### src/rtl/uart_rx_deser.sv
// uart_rx_deser
// Receives 8N1 UART frames (LSB first) from an asynchronous serial line and
// presents each correctly framed byte with a one-clock valid pulse. Stop bits
// sampled low raise a one-clock frame-error pulse instead, and the receiver
// then waits for the line to go high before it looks for another start bit.
//
// Ports
//   clk          system clock, all flops on the rising edge
//   rst          asynchronous active-high reset
//   rx_serial    asynchronous UART line, idle high
//   rx_data      last correctly framed byte, held between rx_data_rdy pulses
//   rx_data_rdy  one-clock pulse, new byte valid on rx_data
//   rx_frame_err one-clock pulse, stop bit sampled low
//   rx_busy      high whenever a frame (or a line break) is being handled
module uart_rx_deser #(
    parameter int unsigned CLKS_PER_BIT = 104
) (
    input  logic       clk,
    input  logic       rst,
    input  logic       rx_serial,
    output logic [7:0] rx_data,
    output logic       rx_data_rdy,
    output logic       rx_frame_err,
    output logic       rx_busy
);

    localparam int unsigned HALF = (CLKS_PER_BIT - 1) / 2;
    localparam int unsigned CntW = $clog2(CLKS_PER_BIT);

    localparam logic [CntW-1:0] CntHalf = CntW'(HALF);
    localparam logic [CntW-1:0] CntLast = CntW'(CLKS_PER_BIT - 1);
    localparam logic [CntW-1:0] CntZero = '0;
    localparam logic [CntW-1:0] CntOne  = CntW'(1);

    typedef enum logic [2:0] {
        StIdle,
        StStart,
        StData,
        StStop,
        StBreak
    } stateT;

    // Line synchronizer; both flops reset to the idle (high) level so a reset
    // never looks like a start bit.
    logic rxMeta;
    logic rxs;

    always_ff @(posedge clk or posedge rst) begin
        if (rst) begin
            rxMeta <= 1'b1;
            rxs    <= 1'b1;
        end else begin
            rxMeta <= rx_serial;
            rxs    <= rxMeta;
        end
    end

    stateT           stateQ, stateD;
    logic [CntW-1:0] cntQ, cntD;
    logic [2:0]      bidxQ, bidxD;
    logic [7:0]      shiftQ, shiftD;
    logic [7:0]      dataQ, dataD;
    logic            rdyQ, rdyD;
    logic            errQ, errD;

    always_ff @(posedge clk or posedge rst) begin
        if (rst) begin
            stateQ <= StIdle;
            cntQ   <= '0;
            bidxQ  <= '0;
            shiftQ <= '0;
            dataQ  <= '0;
            rdyQ   <= 1'b0;
            errQ   <= 1'b0;
        end else begin
            stateQ <= stateD;
            cntQ   <= cntD;
            bidxQ  <= bidxD;
            shiftQ <= shiftD;
            dataQ  <= dataD;
            rdyQ   <= rdyD;
            errQ   <= errD;
        end
    end

    logic halfDone;
    logic bitDone;

    assign halfDone = (cntQ == CntHalf);
    assign bitDone  = (cntQ == CntLast);

    always_comb begin
        stateD = stateQ;
        cntD   = cntQ;
        bidxD  = bidxQ;
        shiftD = shiftQ;
        dataD  = dataQ;
        rdyD   = 1'b0;
        errD   = 1'b0;

        unique case (stateQ)
            StIdle: begin
                cntD  = CntZero;
                bidxD = 3'd0;
                if (!rxs) begin
                    stateD = StStart;
                end
            end

            // Re-check the line at mid start bit; a high level here was a
            // glitch and is dropped silently.
            StStart: begin
                if (halfDone) begin
                    cntD   = CntZero;
                    bidxD  = 3'd0;
                    stateD = rxs ? StIdle : StData;
                end else begin
                    cntD = cntQ + CntOne;
                end
            end

            // From here on the counter runs full bit periods, so every sample
            // lands mid-bit, offset by half a period from the start edge.
            StData: begin
                if (bitDone) begin
                    cntD          = CntZero;
                    shiftD[bidxQ] = rxs;
                    bidxD         = bidxQ + 3'd1;
                    if (bidxQ == 3'd7) begin
                        stateD = StStop;
                    end
                end else begin
                    cntD = cntQ + CntOne;
                end
            end

            // Leaving mid stop bit gives half a bit of slack, so a start bit
            // that follows the stop bit with no idle gap is still caught.
            StStop: begin
                if (bitDone) begin
                    cntD = CntZero;
                    if (rxs) begin
                        dataD  = shiftQ;
                        rdyD   = 1'b1;
                        stateD = StIdle;
                    end else begin
                        errD   = 1'b1;
                        stateD = StBreak;
                    end
                end else begin
                    cntD = cntQ + CntOne;
                end
            end

            // A line held low after a bad stop bit must not start new frames.
            StBreak: begin
                cntD = CntZero;
                if (rxs) begin
                    stateD = StIdle;
                end
            end

            default: begin
                stateD = StIdle;
                cntD   = CntZero;
                bidxD  = 3'd0;
            end
        endcase
    end

    assign rx_data      = dataQ;
    assign rx_data_rdy  = rdyQ;
    assign rx_frame_err = errQ;
    assign rx_busy      = (stateQ != StIdle);

endmodule

### config.mk
export PLATFORM = sky130hd
export DESIGN_NAME = uart_rx_deser
export DESIGN_NICKNAME = d
export VERILOG_FILES = /design/src/rtl/uart_rx_deser.sv
export SDC_FILE = /design/constraint.sdc
export NUM_CORES = 1
export LEC_CHECK = 0
export CORE_MARGIN = 1.5
export CORE_UTILIZATION = 45
export CTS_CLUSTER_SIZE = 20
export DETAILED_ROUTE_END_ITERATION = 12
export PLACE_DENSITY = 0.68
export SETUP_SLACK_MARGIN = 0.4
export SYNTH_ARGS = -nofsm -noshare
export SYNTH_HDL_FRONTEND = slang
export SYNTH_SLANG_ARGS = --single-unit
### constraint.sdc
create_clock -name clk -period 1.9 [get_ports clk]
set_clock_uncertainty 0.1 [all_clocks]
set_input_delay 0.19 -clock clk [delete_from_list [all_inputs] [get_ports clk]]
set_output_delay 0.19 -clock clk [all_outputs]
set_load 0.02 [all_outputs]
Yosys cells after proc, flatten, opt, wreduce, memory -nomap -nowiden
Index checks and enable logic that the tools add are counted.

Reduce and logical (&&, ||, !) cells: 9. Bitwise operators: 1. Multipliers: 0. $lt $le $gt $ge: 2. Mux-type cells: 24. Divide/modulo/power cells: 0. Add/subtract/negate cells: 2. Shift operators: 0. Equality and inequality tests: 13.

Operator list (number): 3-bit two-way mux (9); 3-bit one-hot mux with 5 select lines (1); 7-bit two-way mux (2); 7-bit one-hot mux with 2 select lines (1); 2-bit != test, second input constant (6); 3-bit one-hot mux with 3 select lines (1); 8-bit bitwise mux (1); 7-bit by 1-bit adder with 7-bit output, second input constant (1); 7-bit by 6-bit == test with 1-bit output, second input constant (1); 7-bit == test, second input constant (1); 1-bit two-way mux (7); 3-bit by 2-bit == test with 1-bit output, second input constant (2); 3-bit == test, second input constant (2); 3-bit AND reduction (2); 6-bit AND reduction (1); 3-bit by 4-bit less-than comparator with 1-bit output, second input constant (1); 2-bit OR reduction (2); 3-bit by 1-bit adder with 3-bit output, second input constant (1); 1-bit demux with 3-bit select (1); 3-bit by 1-bit == test with 1-bit output, second input constant (1); 3-bit by 1-bit >= comparator with 1-bit output, second input constant (1); 3-bit zero test (1); 3-bit nonzero test (1); 2-bit two-way mux (1); other kinds (3) (3).

Input bits: 3. Bits in registers: 33. Memories kept: 0. Memory bits (writable): 0. Memory bits (read-only): 0. Output and inout port bits: 11. Latch bits: 0.

Longest topological paths before layout
Depth after elaboration: 5. Depth in mapped cells: 6. Mapped depth without buffers: 5.

Least setup slack after synthesis
No wires, ideal clock.

Path kind: register to register. From: reg cntQ[0]. To: reg shiftQ[4]. Buffers on the path: 1. Arrival: 1.519 ns. Setup slack: 0.153 ns. Stages on the path, launching flop included: 7. Setup time: 0.127 ns. Required time: 1.673 ns. Cells stage by stage: dfrtp_1 ha_1 and2_0 and3_4 buf_6 nand4b_1 mux2_1.

Longest elaborated chain between the ends: 2.

Ends and longest elaborated chain: from (decl) (RTL line 59) `logic [CntW-1:0] cntQ, cntD;`; from (signal assigned) (RTL line 77) `cntQ <= cntD;`; 7-bit == test (RTL line 90) `assign bitDone = (cntQ == CntLast);`; 2-bit AND reduction (no source line); to (signal assigned) (RTL line 79) `shiftQ <= shiftD;`; to (decl) (RTL line 61) `logic [7:0] shiftQ, shiftD;`.

No other way between the ends. A chain may end at the register's enable or synchronous reset.

Worst setup path in the final report
From: reg cntQ[4]. To: reg shiftQ[5].

Same word-level chain as after synthesis.

==> impl_metrics.ini <==
[status]
status = complete, no violations

[die]
io_pins = 14
die_h_um = 60.55
die_width_um = 60.55
core_area_sq_mm = 0.003103
die_area_sq_mm = 0.003666
initial_core_util_pct = 48.02
num_rows = 20

[power_and_ir_drop]
p_seq_share_pct = 60.5
leakage_nw = 0.9945
cellInternalPower_mw = 0.9261
clock_power_share_pct = 37.8
sw_frac_of_total_pct = 21.12
power.density_mw_per_mm2 = 600.0
combinationalPowerShare_pct = 1.7
power.switching_mw = 0.2480
ir_worst_vdd_mv = 0.4040
power_mw = 1.174

[logic_synthesis]
synthCells = 122
ys_seq_elements = 33
yosys.area.top_type_share_pct = 52.06
yosysUniqueCellTypes = 37
syn-mean-instance-area_sq_um = 12.21
synth_top_cell_by_area = dfrtp_1
syn_area_sq_mm = 0.001490
ys_seq_area_share_pct = 55.58
ys_warn_count = 0
synth_nets = 128
ys_top_cells_by_area = dfrtp_1, mux2_2, mux2_1, dfstp_2, nor2_1

[routing]
routed_wl_um = 2792
antenna_left = 0
drc_errors = 0
post_drt_wl_per_cell_um = 13.75
drt-pass1-iter-count = 4
drt_iter0_drc = 35
vias = 1047
via_per_inst = 5.158

[cts]
numCtsBuffers = 5
clk_pin_slew_ns = 0.10
cts-root-buf = clkbuf_4
cts_tree = done
clock_latency_ns = 0.33
clk_path_buf_depth = 2
h-tree-depth = 2
clock_sinks = 33
cts_hold_buf = 0

[place]
gp_congestion = 0.8562
place_ws_ns = 0.05944
dpl.hpwl_um = 1740
portBuffers = 13

[sta]
finalMaxSlewViolations = 0
timing.final.ws_setup_ns = 0.2473
slew_headroom_pct = 73.12
fmax_ghz = 0.6051
hold_viol = 0
fin_setup_tns_ns = 0
rsz0062_at_grt = true
finalSetupViolations = 0
max_slew.worst_pin.slew_ns = 0.4033
final.period_utilization_pct = 86.98
period_needed_ns = 1.653

[setup_path]
path_cells = and4bb_2 -> and3_4 -> nand4b_1 -> mux2_4
cp-start-kind = flip-flop
reg2reg_from = cntQ[4]$_DFF_PP0_
ff2ff_path_depth = 4
worstPathRequired_ns = 2.02
critPathKind = flip-flop to flip-flop
slowest_stage = dfrtp_1
arrival_ns = 1.77
critPathMaxFanout = 6
crit_path_end_kind = flip-flop
critPathMaxStageDelay_ns = 0.39
ff2ff_setup_slack_ns = 0.25
crit_path_start = cntQ[4]$_DFF_PP0_

[final_layout]
seq_area_sq_um = 829.5
drive_gt1_share_pct = 41.51
diodes = 0
multi_input_area_sq_um = 725.7
layout.nets = 164
syn2layout_area_growth_pct = 31.32
fillers = 271

[global_routing]
grt_overflow = 0
grt_pass1_vias = 1029
grt_use_total_pct = 17.38
grt_max_degree = 34
grt_pass1_wl_um = 4581
antenna_found_initial = 0

[flow_run]
max_cap_viol_count = 0

[worst_hold_path]
min_path_type = primary input to asynchronous set/reset pin
==> registers in the layout (all words and copies together), names as in the netlist <==
signal	count
bidxQ	3
cntQ	7
rxMeta	1
rx_data	8
rx_data_rdy	1
rx_frame_err	1
rxs	1
shiftQ	8
stateQ	3
==> power groups by stage <==
stage,logic (mW),clock network (mW),registers (mW)
after floorplan,0.0136,0,0.720
after global placement,0.0205,0,0.723
after detailed placement,0.0212,0,0.723
after CTS,0.0216,0.452,0.710
after global routing,0.0240,0.484,0.711
final,0.0202,0.444,0.710
==> final timing paths <==
path,to
setup / recovery,shiftQ[5]$_DFFE_PP0P_
hold / removal,rx_frame_err$_DFF_PP0_
setup reg to reg,shiftQ[5]$_DFFE_PP0P_
hold reg to reg,rxs$_DFF_PP1_
max in group asynchronous,rxMeta$_DFF_PP1_
min in group clk,rxMeta$_DFF_PP1_
==> cells by family (layout without fill, tap and decap cells) <==
kind of cell,Yosys count,count (layout),synth area share (%)
xor+xnor,5,5,2.939
mux,17,17,12.85
compound gates,11,11,5.962
fa+ha+maj,3,3,2.519
flops,33,33,55.58
buf+inv,8,44,2.602
simple gates,45,46,17.55
==> area by class of cell <==
type | count | share of cell area [%]
clock inverter | 1 | 0.2558
sequential | 33 | 42.39
inverter | 4 | 0.7673
timing repair buffer | 32 | 13.36
multi-input combinational | 82 | 37.08
tap | 44 | 2.813
clock buffer | 7 | 3.325
==> critical path: cells and delay by family (launching register included) <==
kind | cells | cell delay, ns
AND/OR/NAND/NOR | 3 | 0.73
flip-flops | 1 | 0.39
multiplexers | 1 | 0.32
==> per-stage QoR <==
step                      cell area [sq um]  hold WS, ns  util (%)  std cells
final                                  1957       0.1308     63.06        203
after global routing                   1957       0.1680     63.06        203
after CTS                              1901       0.1544     61.25        199
after floorplan                        1518      0.09448         -        122
after detailed placement               1717       0.2512     55.32        180
after global placement                 1717       0.2478     55.32        180
==> cell usage in the layout, fill, tap and decap left out, drive strengths merged, types with 3 or more instances in the layout <==
cell type and instances:
and3 3, buf 20, clkbuf 7, dfrtp 31
dlygate4sd2 10, ha 3, inv 4, mux2 17
nand2 4, nand2b 4, nand3 5, nand4 3
nand4b 4, nor2 14, nor2b 3, xor2 3
==> layer usage <==
metal | track usage, % | wire, um
met5 | 0 | 0
met4 | 7.143 | 29
met3 | 5.970 | 90
met2 | 28.42 | 1398
met1 | 21.19 | 1274
==> what timing repair did <==
item / 4_1_cts / 5_1_grt
pin swaps: 10 / 12
gates cloned: 1 / 0
gates resized for setup: 23 / 11
setup buffers: 10 / 4
setup endpoints to repair: 38 / 30
==> cell usage after synthesis <==
cell      number
mux2_2        12
o211ai_1       1
a21bo_2        1
a211oi_1       1
nand2b_1       4
ha_1           3
and3_1         1
dfstp_2        2
nor4_2         1
a21oi_1        1
and2_1         1
a311oi_1       1
nand3_1        4
xor2_1         3
a21o_1         1
mux2_1         5
nor2_1        14
nor2b_1        3
nand4_1        3
buf_2          1
nor3_1         1
dfrtp_1       31
and2_0         1
clkbuf_1       2
xnor2_1        2
a22o_1         2
and3_4         1
buf_6          1
a32oi_1        1
nand4b_1       4
nand3_2        1
o31a_1         1
nand2_1        4
inv_1          4
a21boi_1       1
or3_1          1
and4bb_1       1
Power figures use the tool's default switching activity.
